**src/rtl/router_pkg.sv**
```systemverilog
// Shared types and constants for the router datapath blocks.
package router_pkg;

    localparam int unsigned ADDR_WIDTH_DEFAULT = 8;

    typedef enum logic [1:0] {
        IDLE = 2'd0,
        EMIT = 2'd1,
        DONE = 2'd2
    } wag_state_e;

endpackage

```
**src/rtl/window_addr_generator.sv**
```systemverilog
// Expands each output-pixel coordinate into the K x K input-SRAM address window,
// row-major with ky innermost, using incremental address updates.
module window_addr_generator
    import router_pkg::*;
#(
    parameter int unsigned ADDR_WIDTH = ADDR_WIDTH_DEFAULT
) (
    input  logic                  i_clk,
    input  logic                  i_nrst,
    input  logic                  i_en,
    input  logic                  i_reg_clear,
    input  logic [ADDR_WIDTH-1:0] i_i_size,
    input  logic [ADDR_WIDTH-1:0] i_k_size,
    input  logic [ADDR_WIDTH-1:0] i_start_addr,
    input  logic [ADDR_WIDTH-1:0] i_o_x,
    input  logic [ADDR_WIDTH-1:0] i_o_y,
    input  logic                  i_coord_valid,
    input  logic                  i_coord_done,
    output logic                  o_coord_ready,
    output logic [ADDR_WIDTH-1:0] o_addr,
    output logic                  o_addr_valid,
    input  logic                  i_addr_ready,
    output logic                  o_window_last,
    output logic                  o_done
);

    wag_state_e            state_q, state_d;
    logic [ADDR_WIDTH-1:0] addr_q, addr_d;
    logic [ADDR_WIDTH-1:0] row_base_q, row_base_d;
    logic [ADDR_WIDTH-1:0] kx_q, kx_d;
    logic [ADDR_WIDTH-1:0] ky_q, ky_d;
    logic                  addr_valid_q, addr_valid_d;
    logic                  done_q, done_d;

    logic [ADDR_WIDTH-1:0] k_last;
    logic [ADDR_WIDTH-1:0] x_times_i;
    logic [ADDR_WIDTH-1:0] capture_addr;
    logic [ADDR_WIDTH-1:0] next_row;
    logic                  accept;

    // A kernel size of 0 is treated as 1, so the last index is 0 either way.
    assign k_last       = (i_k_size == '0) ? '0 : i_k_size - ADDR_WIDTH'(1);
    assign x_times_i    = i_o_x * i_i_size;
    assign capture_addr = i_start_addr + x_times_i + i_o_y;
    assign next_row     = row_base_q + i_i_size;
    assign accept       = i_addr_ready && i_en;

    // Held low while in reset or clear so the generator never advances on a lost capture.
    assign o_coord_ready = i_nrst && i_en && !i_reg_clear && (state_q == IDLE);
    assign o_addr        = addr_q;
    assign o_addr_valid  = addr_valid_q;
    assign o_window_last = addr_valid_q && (kx_q == k_last) && (ky_q == k_last);
    assign o_done        = done_q;

    always_comb begin
        state_d      = state_q;
        addr_d       = addr_q;
        row_base_d   = row_base_q;
        kx_d         = kx_q;
        ky_d         = ky_q;
        addr_valid_d = addr_valid_q;
        done_d       = done_q;

        if (i_reg_clear) begin
            state_d      = IDLE;
            addr_d       = '0;
            row_base_d   = '0;
            kx_d         = '0;
            ky_d         = '0;
            addr_valid_d = 1'b0;
            done_d       = 1'b0;
        end else if (i_en) begin
            case (state_q)
                IDLE: begin
                    if (i_coord_valid) begin
                        addr_d       = capture_addr;
                        row_base_d   = capture_addr;
                        kx_d         = '0;
                        ky_d         = '0;
                        addr_valid_d = 1'b1;
                        state_d      = EMIT;
                    end else if (i_coord_done) begin
                        done_d  = 1'b1;
                        state_d = DONE;
                    end
                end
                EMIT: begin
                    if (accept) begin
                        if (ky_q < k_last) begin
                            ky_d   = ky_q + ADDR_WIDTH'(1);
                            addr_d = addr_q + ADDR_WIDTH'(1);
                        end else if (kx_q < k_last) begin
                            ky_d       = '0;
                            kx_d       = kx_q + ADDR_WIDTH'(1);
                            row_base_d = next_row;
                            addr_d     = next_row;
                        end else begin
                            addr_valid_d = 1'b0;
                            state_d      = IDLE;
                        end
                    end
                end
                DONE: begin
                    done_d       = 1'b1;
                    addr_valid_d = 1'b0;
                end
                default: begin
                    state_d      = IDLE;
                    addr_valid_d = 1'b0;
                end
            endcase
        end
    end

    always_ff @(posedge i_clk or negedge i_nrst) begin
        if (!i_nrst) begin
            state_q      <= IDLE;
            addr_q       <= '0;
            row_base_q   <= '0;
            kx_q         <= '0;
            ky_q         <= '0;
            addr_valid_q <= 1'b0;
            done_q       <= 1'b0;
        end else begin
            state_q      <= state_d;
            addr_q       <= addr_d;
            row_base_q   <= row_base_d;
            kx_q         <= kx_d;
            ky_q         <= ky_d;
            addr_valid_q <= addr_valid_d;
            done_q       <= done_d;
        end
    end

endmodule

```
**config.mk**
```make
export PLATFORM = sky130hd
export DESIGN_NAME = window_addr_generator
export DESIGN_NICKNAME = d
export VERILOG_FILES = /design/src/rtl/router_pkg.sv /design/src/rtl/window_addr_generator.sv
export SDC_FILE = /design/constraint.sdc
export NUM_CORES = 1
export LEC_CHECK = 0
export ABC_AREA = 1
export BUFFER_PORTS_ARGS = -buffer_cell sky130_fd_sc_hd__buf_2
export CAP_MARGIN = 25
export CORE_MARGIN = 10
export CORE_UTILIZATION = 53
export DETAILED_ROUTE_END_ITERATION = 7
export GPL_TIMING_DRIVEN = 0
export PLACE_DENSITY = 0.77
export SLEW_MARGIN = 20
export SYNTH_ARGS = -nofsm -noshare
export SYNTH_HDL_FRONTEND = slang
export SYNTH_SLANG_ARGS = --single-unit
export TNS_END_PERCENT = 50
```
**constraint.sdc**
```tcl
create_clock -name i_clk -period 1.7 [get_ports i_clk]
set_input_delay 0 -clock i_clk [delete_from_list [all_inputs] [get_ports i_clk]]
set_output_delay 0 -clock i_clk [all_outputs]
set_load 0.1 [all_outputs]
```
==> results of run 1 <==
==> power by group through the flow <==
stage / combinational [mW] / clock [mW] / sequential, mW
floorplan: 3.09 / 0 / 1.94
global placement: 4.68 / 0 / 1.30
detailed placement: 4.78 / 0 / 1.31
CTS: 5.50 / 0.775 / 1.29
global route: 7.07 / 0.825 / 1.34
finish: 6.55 / 0.789 / 1.32
==> worst max path at each step <==
stage / startpoint / endpoint / slack [ns] / cells after the start
6_report: i_i_size[0] / o_addr[7] / -1.97 / 22
5_1_grt: i_i_size[0] / o_addr[7] / -2.13 / 22
4_1_cts: i_i_size[0] / o_addr[7] / -2.03 / 20
3_5_place_dp: i_i_size[1] / row_base_q[7] / -2.51 / 19
3_3_place_gp: i_i_size[1] / row_base_q[7] / -2.48 / 23
2_1_floorplan: i_i_size[0] / row_base_q[7] / -1.96 / 20
==> area by class of cell <==
class | count | area share, %
sequential | 36 | 14.4
clock buffer | 5 | 1.10
multi-input combinational | 483 | 61.2
buffer | 12 | 1.68
inverter | 111 | 6.87
tap | 105 | 2.10
clock inverter | 3 | 0.679
timing repair buffer | 98 | 12.0
==> logic make-up (layout without fill, tap and decap cells) <==
family | after synthesis | after routing | share of synthesized area, %
xor gates and xnor gates | 23 | 23 | 4.54
and+or+nand+nor | 312 | 312 | 30.6
adders and majority gates | 72 | 72 | 24.2
AOI/OAI and AO/OA | 76 | 76 | 9.07
buffers and inverters | 124 | 229 | 11.4
DFF | 36 | 36 | 20.3
==> Yosys cell counts, drive strengths merged, types with 4 or more instances <==
library cell	number
nand4	9
nor3	10
xor2	17
buf	10
nand3	58
fa	23
xnor2	6
dfrtp	36
o21ai	38
or2	4
nor2	44
inv	111
nand2	181
a21oi	29
ha	49
==> worst max-delay path, stage by stage <==
cell	delay, ns
buf_12	0.11
nand2_4	0.05
fa_2	0.57
inv_2	0.04
fa_1	0.55
ha_4	0.22
fa_1	0.52
inv_2	0.04
fa_1	0.52
inv_2	0.05
ha_4	0.30
nand2_4	0.06
nor3_4	0.24
nor2_4	0.07
inv_2	0.05
nand2_2	0.04
nand2_2	0.08
inv_2	0.04
nand3_2	0.06
nand3_2	0.09
nand2_1	0.11
nand2_1	0.05
==> per-stage QoR <==
step / instance area, µm² / util (%) / setup slack, ns
floorplan: 4580 / - / -1.96
global placement: 4990 / 61.0 / -2.48
detailed placement: 4990 / 61.0 / -2.51
CTS: 5810 / 71.1 / -2.03
global route: 6270 / 76.7 / -2.13
finish: 6270 / 76.7 / -1.97
==> what timing repair did <==
| action | in CTS | in global routing |
|---|---|---|
| endpoints found under the hold margin | 37 | 36 |
| setup endpoints to repair | 36 | 36 |
| resized for setup | 113 | 115 |
| pin swaps | 64 | 56 |
| buffers inserted | 28 | 10 |
| gates cloned | 2 | 1 |
==> sequential cells by signal (all words and copies together) (netlist names) <==
signal and flops:
o_done 1, kx_q 8, o_addr_valid 1, state_q 2, row_base_q 8, ky_q 8, o_addr 8
==> cell usage in the layout, fill, tap and decap left out, types with 4 or more instances in the layout <==
| master | instances |
|---|---|
| ha_1 | 28 |
| nand4_1 | 9 |
| buf_2 | 42 |
| xnor2_1 | 6 |
| a21oi_1 | 15 |
| inv_4 | 4 |
| nand2_2 | 33 |
| fa_1 | 19 |
| clkbuf_8 | 5 |
| a21oi_2 | 13 |
| dfrtp_1 | 35 |
| nand2_4 | 13 |
| ha_4 | 21 |
| inv_2 | 20 |
| o21ai_1 | 17 |
| xor2_1 | 16 |
| nand2_1 | 135 |
| nand3_1 | 41 |
| nand3_2 | 13 |
| nor2_1 | 25 |
| nor2_2 | 8 |
| nor2_4 | 11 |
| o21ai_0 | 10 |
| nor3_1 | 6 |
| nand3_4 | 4 |
| buf_6 | 21 |
| buf_4 | 37 |
| o21ai_2 | 10 |
| inv_1 | 86 |
| fa_2 | 4 |
==> per-layer routing <==
| metal | global-route usage [%] | routed length (µm) |
|---|---|---|
| met1 | 25.2 | 5860 |
| met2 | 37.8 | 7890 |
| met3 | 3.22 | 1050 |
| met4 | 7.88 | 511 |
| met5 | 0 | 0 |
==> impl_metrics.tcl, run 1 <==
set metrics [dict create \
    synth.top_cells.by_area "dfrtp_1 20%, nand2_1 15%, ha_1 14%, fa_1 10%, inv_1 9.0%" \
    wl_per_cell_um 17.9 \
    grt_usage_pct 21.3 \
    vias 4947 \
    synth_top_area_share_pct 20.3 \
    period_needed_ns 3.67 \
    worstRegToRegCells 13 \
    antenna_cells 0 \
    cap_violations 0 \
    rows 33 \
    final_antenna_net_count 0 \
    initial_core_util_pct 54.3 \
    die_h_um 112 \
    violations "negative hold slack, negative setup slack" \
    netlist_area_um2 4440 \
    clk_pin_slew_ns 0.08 \
    syn-num-nets 762 \
    cts_tree "yes" \
    p_leak_nw 3.20 \
    relSlewSlack_pct 42.0 \
    p_int_mw 4.04 \
    ff_latch_area_um2 902 \
    dieArea_um2 12400 \
    dp_cells 804 \
    routed_wl_um 15300 \
    grt_setup_unrepaired "true" \
    yosys_warnings 0 \
    switching_share_pct 53.4 \
    io_buffers 56 \
    fin_cells 853 \
    htreeDepth 2 \
    timing.hold.ws_ns -0.193 \
    antenna_found_initial 0 \
    worstPathArrival_ns 3.86 \
    die_x_um 112 \
    drc 0 \
    clk_latency_ns 0.30 \
    setup_viol 36 \
    crit_type "input pin to flip-flop" \
    hold_class "input pin to async pin" \
    first_iter_violations 348 \
    multi_input_area_um2 3840 \
    skew_ns 0.0138 \
    period_share_pct 216 \
    worstReg2RegStart "kx_q[3]" \
    syn_to_final_growth_pct 41.1 \
    grt_remaining_overflow 0 \
    fin_ws_ns -1.97 \
    clkPwrFrac_pct 9.1 \
    status "finished, violations left" \
    async_flop_share_pct 100 \
    ioPinCount 59 \
    combPwrFrac_pct 75.6 \
    grt_pass1_wl_um 22700 \
    seqPwrFrac_pct 15.2 \
    core_um2 8180 \
    yosysTopAreaCell "dfrtp_1" \
    required_ns 1.89 \
    cts_buffers 5 \
    cp-end-kind "flip-flop" \
    clk_path_buf_depth 2 \
    start_kind "input pin" \
    ir_drop_uv 1040 \
    power_mw 8.66 \
    avgViaCountPerCell 5.80 \
    clock-sinks 36 \
    tns_ns -33.77 \
    reg2reg_slack_ns -0.50 \
    drt_pass1_iterations 5 \
    ctsHoldBuffers 1 \
    yosys_register_bits 36 \
    dpl.hpwl_um 9320 \
    fillCellCount 517 \
    switching_power_mw 4.62 \
    finalHoldViolations 36 \
    synthFlopType "dfrtp_1" \
    synth-edff-count 0 \
    synth.avg_cell_area_um2 6.91 \
    place_congestion 0.953 \
    cp_max_fo 6 \
    syn_inst 643 \
    synth_cell_type_count 32 \
    ys_seq_area_share_pct 20.3 \
    p_per_area_nw_per_um2 1380 \
    report.final.slew_viol_count 0 \
    tightest_slew_ns 0.870 \
    max_freq_mhz 272 \
    worstReg2RegEnd "kx_q[3]" \
    grt_max_degree 38 \
    root_buffer "clkbuf_8" \
    grt_pass1_vias 4789 \
    nNetsFinal 866 \
    layout-drive-gt1-share_pct 38.0 \
]
Note: power is estimated with default switching activity, not from simulation.
==> run 2, diff against run 1 <==
- CORE_MARGIN: 10 -> not set
==> run 2 against run 1 <==
Effect of this change: clock skew fell by 0.00078 ns; maximum frequency rose by 1.4%; sequential power barely moved; critical endpoint unchanged; the run still ends with negative hold slack, negative setup slack left; highest routed layer unchanged.
==> impl_metrics.tcl, run 2 (synthesized netlist as in run 1, its figures left out) <==
set metrics [dict create \
    skew_ns 0.0130 \
    crit_type "input pin to flip-flop" \
    dpl.hpwl_um 8530 \
    setup_viol 36 \
    period_needed_ns 3.62 \
    drt_pass1_iterations 5 \
    seqPwrFrac_pct 15.1 \
    worstPathArrival_ns 3.81 \
    syn_to_final_growth_pct 33.8 \
    mostFrequentLayoutCells "142 x nand2_1, 88 x inv_1, 45 x nand3_1" \
    routed_wl_um 12800 \
    grt_pass1_wl_um 20300 \
    first_iter_violations 362 \
    grt_usage_pct 29.1 \
    start_kind "input pin" \
    io_buffers 56 \
    slowest_delay_ns 0.54 \
    drc 0 \
    p_per_area_nw_per_um2 1450 \
    switching_power_mw 4.41 \
    antenna_cells 0 \
    clk_latency_ns 0.31 \
    violations "negative hold slack, negative setup slack" \
    cp_max_fo 6 \
    path_cells "buf_12 -> nand2_4 -> fa_1 -> fa_1 -> fa_1 -> fa_1 -> fa_1 -> inv_2 -> ha_4 -> nand2_4 -> nor3_4 -> nor2_4 -> inv_2 -> nand2_2 -> nand2_2 -> inv_2 -> nand3_2 -> nand3_2 -> nand2_1 -> nand2_1" \
    avgViaCountPerCell 5.57 \
    clk_pin_slew_ns 0.09 \
    cpLargestDelayFamily "adder cells" \
    status "finished, violations left" \
    layout-drive-gt1-share_pct 33.3 \
    clk_path_buf_depth 2 \
    max_freq_mhz 276 \
    grt_pass1_vias 4602 \
    place_congestion 0.887 \
    fin_ws_ns -1.92 \
    initial_core_util_pct 54.3 \
    place_area_um2 4990 \
    clkPwrFrac_pct 12.7 \
    ir_drop_uv 949 \
    root_buffer "clkbuf_8" \
    htreeDepth 2 \
    relSlewSlack_pct 42.6 \
    grt_setup_unrepaired "true" \
    cts_buffers 5 \
    period_share_pct 213 \
    final_common_cell "nand2_1" \
    vias 4662 \
    finalHoldViolations 36 \
    cts_tree "yes" \
    required_ns 1.89 \
    cp-end-kind "flip-flop" \
    p_leak_nw 3.09 \
    switching_share_pct 51.3 \
    ioPinCount 59 \
    cpMaxStageDelayCell "fa_1" \
    clock-sinks 36 \
    ctsHoldBuffers 1 \
    combPwrFrac_pct 72.1 \
    core_um2 8180 \
    grt_remaining_overflow 0 \
    hold_class "input pin to async pin" \
    grt_max_degree 38 \
    p_int_mw 4.18 \
    timing.hold.ws_ns -0.204 \
    tightest_slew_ns 0.861 \
    nNetsFinal 850 \
    rows 33 \
    antenna_found_initial 0 \
    die_h_um 93.5 \
    fin_cells 837 \
    die_x_um 93.5 \
    wl_per_cell_um 15.3 \
    cap_violations 0 \
    dieArea_um2 8750 \
    final_antenna_net_count 0 \
    crit_buf_inv 4 \
    report.final.slew_viol_count 0 \
    design_area_um2 5940 \
    dp_cells 804 \
    timing.critical_path.mode_cell "fa_1" \
]
-- run 2: cell count changes in the layout (fill, tap and decap cells not counted), moves of 4 or more --
cell,change
nand2_1,+7
buf_6,-6
buf_4,-9
ha_1,+5
nand3_1,+4
ha_4,-5
nand2_4,-6
-- run 2: worst reg2reg max path: stages, from the launching register on --
cell	delay, ns
dfrtp_1	0.42
ha_1	0.34
a21oi_1	0.18
nand2_1	0.09
o21ai_2	0.13
nand2_2	0.11
nand2_4	0.10
nand3_4	0.09
nor2_4	0.22
inv_4	0.09
buf_6	0.15
o21ai_2	0.11
nor2_1	0.05
-- run 2: final cells by class --
| class | instances | area, µm² |
|---|---|---|
| tap | 105 | 131 |
| inverter | 111 | 422 |
| buffer | 12 | 96.3 |
| sequential | 36 | 901 |
| timing repair buffer | 82 | 582 |
| clock inverter | 3 | 90.1 |
| clock buffer | 5 | 68.8 |
| fill | 619 | 2230 |
| multi-input combinational | 483 | 3650 |
-- run 2: path summary, 6_finish.rpt --
path / depth (start not counted) / slack (ns) / to / from
worst min register to register: 2 / 0.51 / row_base_q[6] / row_base_q[6]
worst max-delay path: 20 / -1.92 / o_addr[7] / i_i_size[0]
min in group i_clk: 4 / 0.03 / o_done / i_coord_valid
worst min-delay path: 1 / -0.20 / o_addr[4] / i_nrst
worst max register to register: 12 / -0.47 / kx_q[2] / kx_q[3]
max in group asynchronous: 1 / 1.35 / kx_q[3] / i_nrst
-- run 2: per-layer routing --
layer	track usage, %	vias to the layer above	part of all wire [%]
met1	36.5	2187	41
met3	4.15	47	6.2
met5	0	-	0
met2	51.7	206	50
li1	-	2222	-
met4	8.59	0	2.9
-- run 2: timing repair --
action / CTS / global route
gates cloned: 3 / 1
endpoints found under the setup margin: 36 / 36
setup buffers: 15 / 6
pin swaps: 67 / 45
resized for setup: 84 / 92
hold endpoints to repair: 37 / 36
-- run 2: power groups by stage --
| stage | combinational (mW) | sequential (mW) | clock, mW |
|---|---|---|---|
| floorplan | 3.09 | 1.94 | 0 |
| global placement | 4.66 | 1.30 | 0 |
| detailed placement | 4.76 | 1.31 | 0 |
| CTS | 5.42 | 1.29 | 1.08 |
| global route | 6.73 | 1.33 | 1.12 |
| finish | 6.20 | 1.30 | 1.09 |
-- run 2: through the flow --
step | worst slack (ns) | hold slack (ns) | utilization (%) | setup TNS [ns] | total power, mW
after floorplan | -1.96 | -0.296 | - | -30.85 | 5.02
after detailed placement | -2.49 | 0.164 | 61.0 | -46.17 | 6.06
after global routing | -2.09 | -0.134 | 72.7 | -34.98 | 9.18
after global placement | -2.48 | 0.144 | 61.0 | -44.33 | 5.96
final | -1.92 | -0.204 | 72.7 | -28.54 | 8.59
after CTS | -2.00 | -0.168 | 68.5 | -26.97 | 7.79
==> run 3, diff against run 2 <==
- RECOVER_POWER: not set -> 100
==> run 3 against run 2 <==
Effect of this change: the run still ends with negative hold slack, negative setup slack left; combinational power is essentially flat; cell count is the same; power is essentially flat; register-to-register slack is essentially flat; final area is essentially flat; utilization is essentially flat; first-iteration DRC count grew 25%; hold slack gained 0.044 ns; clock-buffer cell count is the same; via count shrank 0.26%; maximum frequency shrank 0.21%; clock skew shrank 0.00098 ns.
==> impl_metrics.tcl, run 3 (synthesized netlist as in run 1, its figures left out) <==
set metrics [dict create \
    wl_per_cell_um 15.3 \
    root_buffer "clkbuf_8" \
    ir_drop_uv 942 \
    slowest_delay_ns 0.54 \
    relSlewSlack_pct 35.7 \
    cap_violations 0 \
    first_iter_violations 454 \
    report.final.slew_viol_count 0 \
    combPwrFrac_pct 72.2 \
    cts_buffers 5 \
    core_um2 8180 \
    period_share_pct 213 \
    ioPinCount 59 \
    clkPwrFrac_pct 12.7 \
    fillCellCount 620 \
    place_area_um2 4990 \
    design_area_um2 5940 \
    clk_pin_slew_ns 0.08 \
    ctsHoldBuffers 1 \
    power_mw 8.59 \
    nNetsFinal 850 \
    path_cells "buf_12 -> nand2_4 -> fa_1 -> fa_1 -> fa_1 -> fa_1 -> fa_1 -> inv_2 -> ha_4 -> nand2_4 -> nor3_4 -> nor2_4 -> inv_2 -> nand2_2 -> nand2_2 -> inv_2 -> nand3_2 -> nand3_2 -> nand2_1 -> nand2_1" \
    crit_buf_inv 4 \
    crit_path_start "i_i_size[0]" \
    mostFrequentLayoutCells "143 x nand2_1, 88 x inv_1, 45 x nand3_1" \
    crit_type "input pin to flip-flop" \
    pre_cts_ws_ns -2.49 \
    setup_viol 36 \
    grt_usage_pct 29.1 \
    layout-drive-gt1-share_pct 33.2 \
    clock-sinks 36 \
    fin_util_pct 72.7 \
    worstPathArrival_ns 3.82 \
    cpLargestDelayFamily "adder cells" \
    timing.hold.ws_ns -0.160 \
    seqPwrFrac_pct 15.2 \
    drc 0 \
    p_leak_nw 3.08 \
    routed_wl_um 12800 \
    violations "negative hold slack, negative setup slack" \
    clk_path_buf_depth 2 \
    place_congestion 0.887 \
    max_freq_mhz 276 \
    initial_core_util_pct 54.3 \
    dieArea_um2 8750 \
    grt_pass1_vias 4602 \
    grt_remaining_overflow 0 \
    vias 4650 \
    cp_max_fo 6 \
    syn_to_final_growth_pct 33.7 \
    start_kind "input pin" \
    status "finished, violations left" \
    avgViaCountPerCell 5.56 \
    antenna_found_initial 0 \
    die_x_um 93.5 \
    drt_pass1_iterations 5 \
    htreeDepth 2 \
    rows 33 \
    dpl.hpwl_um 8530 \
    cpMaxStageDelayCell "fa_1" \
    clk_latency_ns 0.30 \
    tightest_slew_ns 0.965 \
    final_common_cell "nand2_1" \
    antenna_cells 0 \
    grt_pass1_wl_um 20300 \
    cp-end-kind "flip-flop" \
    switching_share_pct 51.4 \
    skew_ns 0.0120 \
    timing.critical_path.mode_cell "fa_1" \
    required_ns 1.89 \
    worstReg2RegStart "kx_q[3]" \
    p_per_area_nw_per_um2 1450 \
    io_buffers 56 \
    grt_setup_unrepaired "true" \
    final_antenna_net_count 0 \
    period_needed_ns 3.63 \
    fin_ws_ns -1.93 \
    grt_max_degree 38 \
    finalHoldViolations 36 \
    switching_power_mw 4.42 \
    hold_class "input pin to async pin" \
    cts_tree "yes" \
    die_h_um 93.5 \
    p_int_mw 4.18 \
]
run 3: cell count changes in the layout (fill, tap and decap cells not counted), sizes merged:
cell,before,now
clkbuf,9,21
buf,89,77
run 3: metrics by stage:
stage	hold slack [ns]	setup TNS, ns	instances
global route	-0.0925	-34.98	837
CTS	-0.168	-26.97	831
global placement	0.144	-44.33	804
floorplan	-0.296	-30.85	643
finish	-0.160	-28.79	837
detailed placement	0.164	-46.17	804
run 3: area by class of cell:
cell class	count	area, µm²	share of cell area (%)
Multi-Input combinational cell	483	3650	61.4
Sequential cell	36	901	15.2
Timing Repair Buffer	82	582	9.79
Inverter	111	422	7.10
Tap cell	105	131	2.21
Buffer	12	96.3	1.62
Clock inverter	3	90.1	1.52
Clock buffer	5	68.8	1.16
run 3: what timing repair did:
action | 4_1_cts | 5_1_grt
pin swaps | 67 | 45
setup endpoints to repair | 36 | 36
setup buffers | 15 | 6
gates resized for setup | 84 | 92
hold endpoints to repair | 37 | 36
cloned | 3 | 1
run 3: path summary, 6_finish.rpt:
path | to | slack (ns) | cells past startpoint
max | o_addr[7] | -1.93 | 20
min in group i_clk | o_done | 0.02 | 4
min | ky_q[4] | -0.16 | 1
min reg2reg | row_base_q[6] | 0.51 | 2
max in group asynchronous | kx_q[3] | 1.25 | 1
max reg2reg | kx_q[3] | -0.47 | 13
run 3: power by group through the flow:
stage                     clock (mW)  sequential (mW)  combinational, mW
after floorplan                    0             1.94               3.09
after CTS                       1.08             1.29               5.42
after global routing            1.12             1.33               6.72
after detailed placement           0             1.31               4.76
after global placement             0             1.30               4.66
final                           1.09             1.30               6.20
run 3: per-layer routing:
metal	global-route usage, %	wire length (µm)	vias up
met4	8.59	361	0
met1	36.5	5310	2194
li1	-	-	2220
met5	0	0	-
met2	51.7	6440	190
met3	4.15	705	46
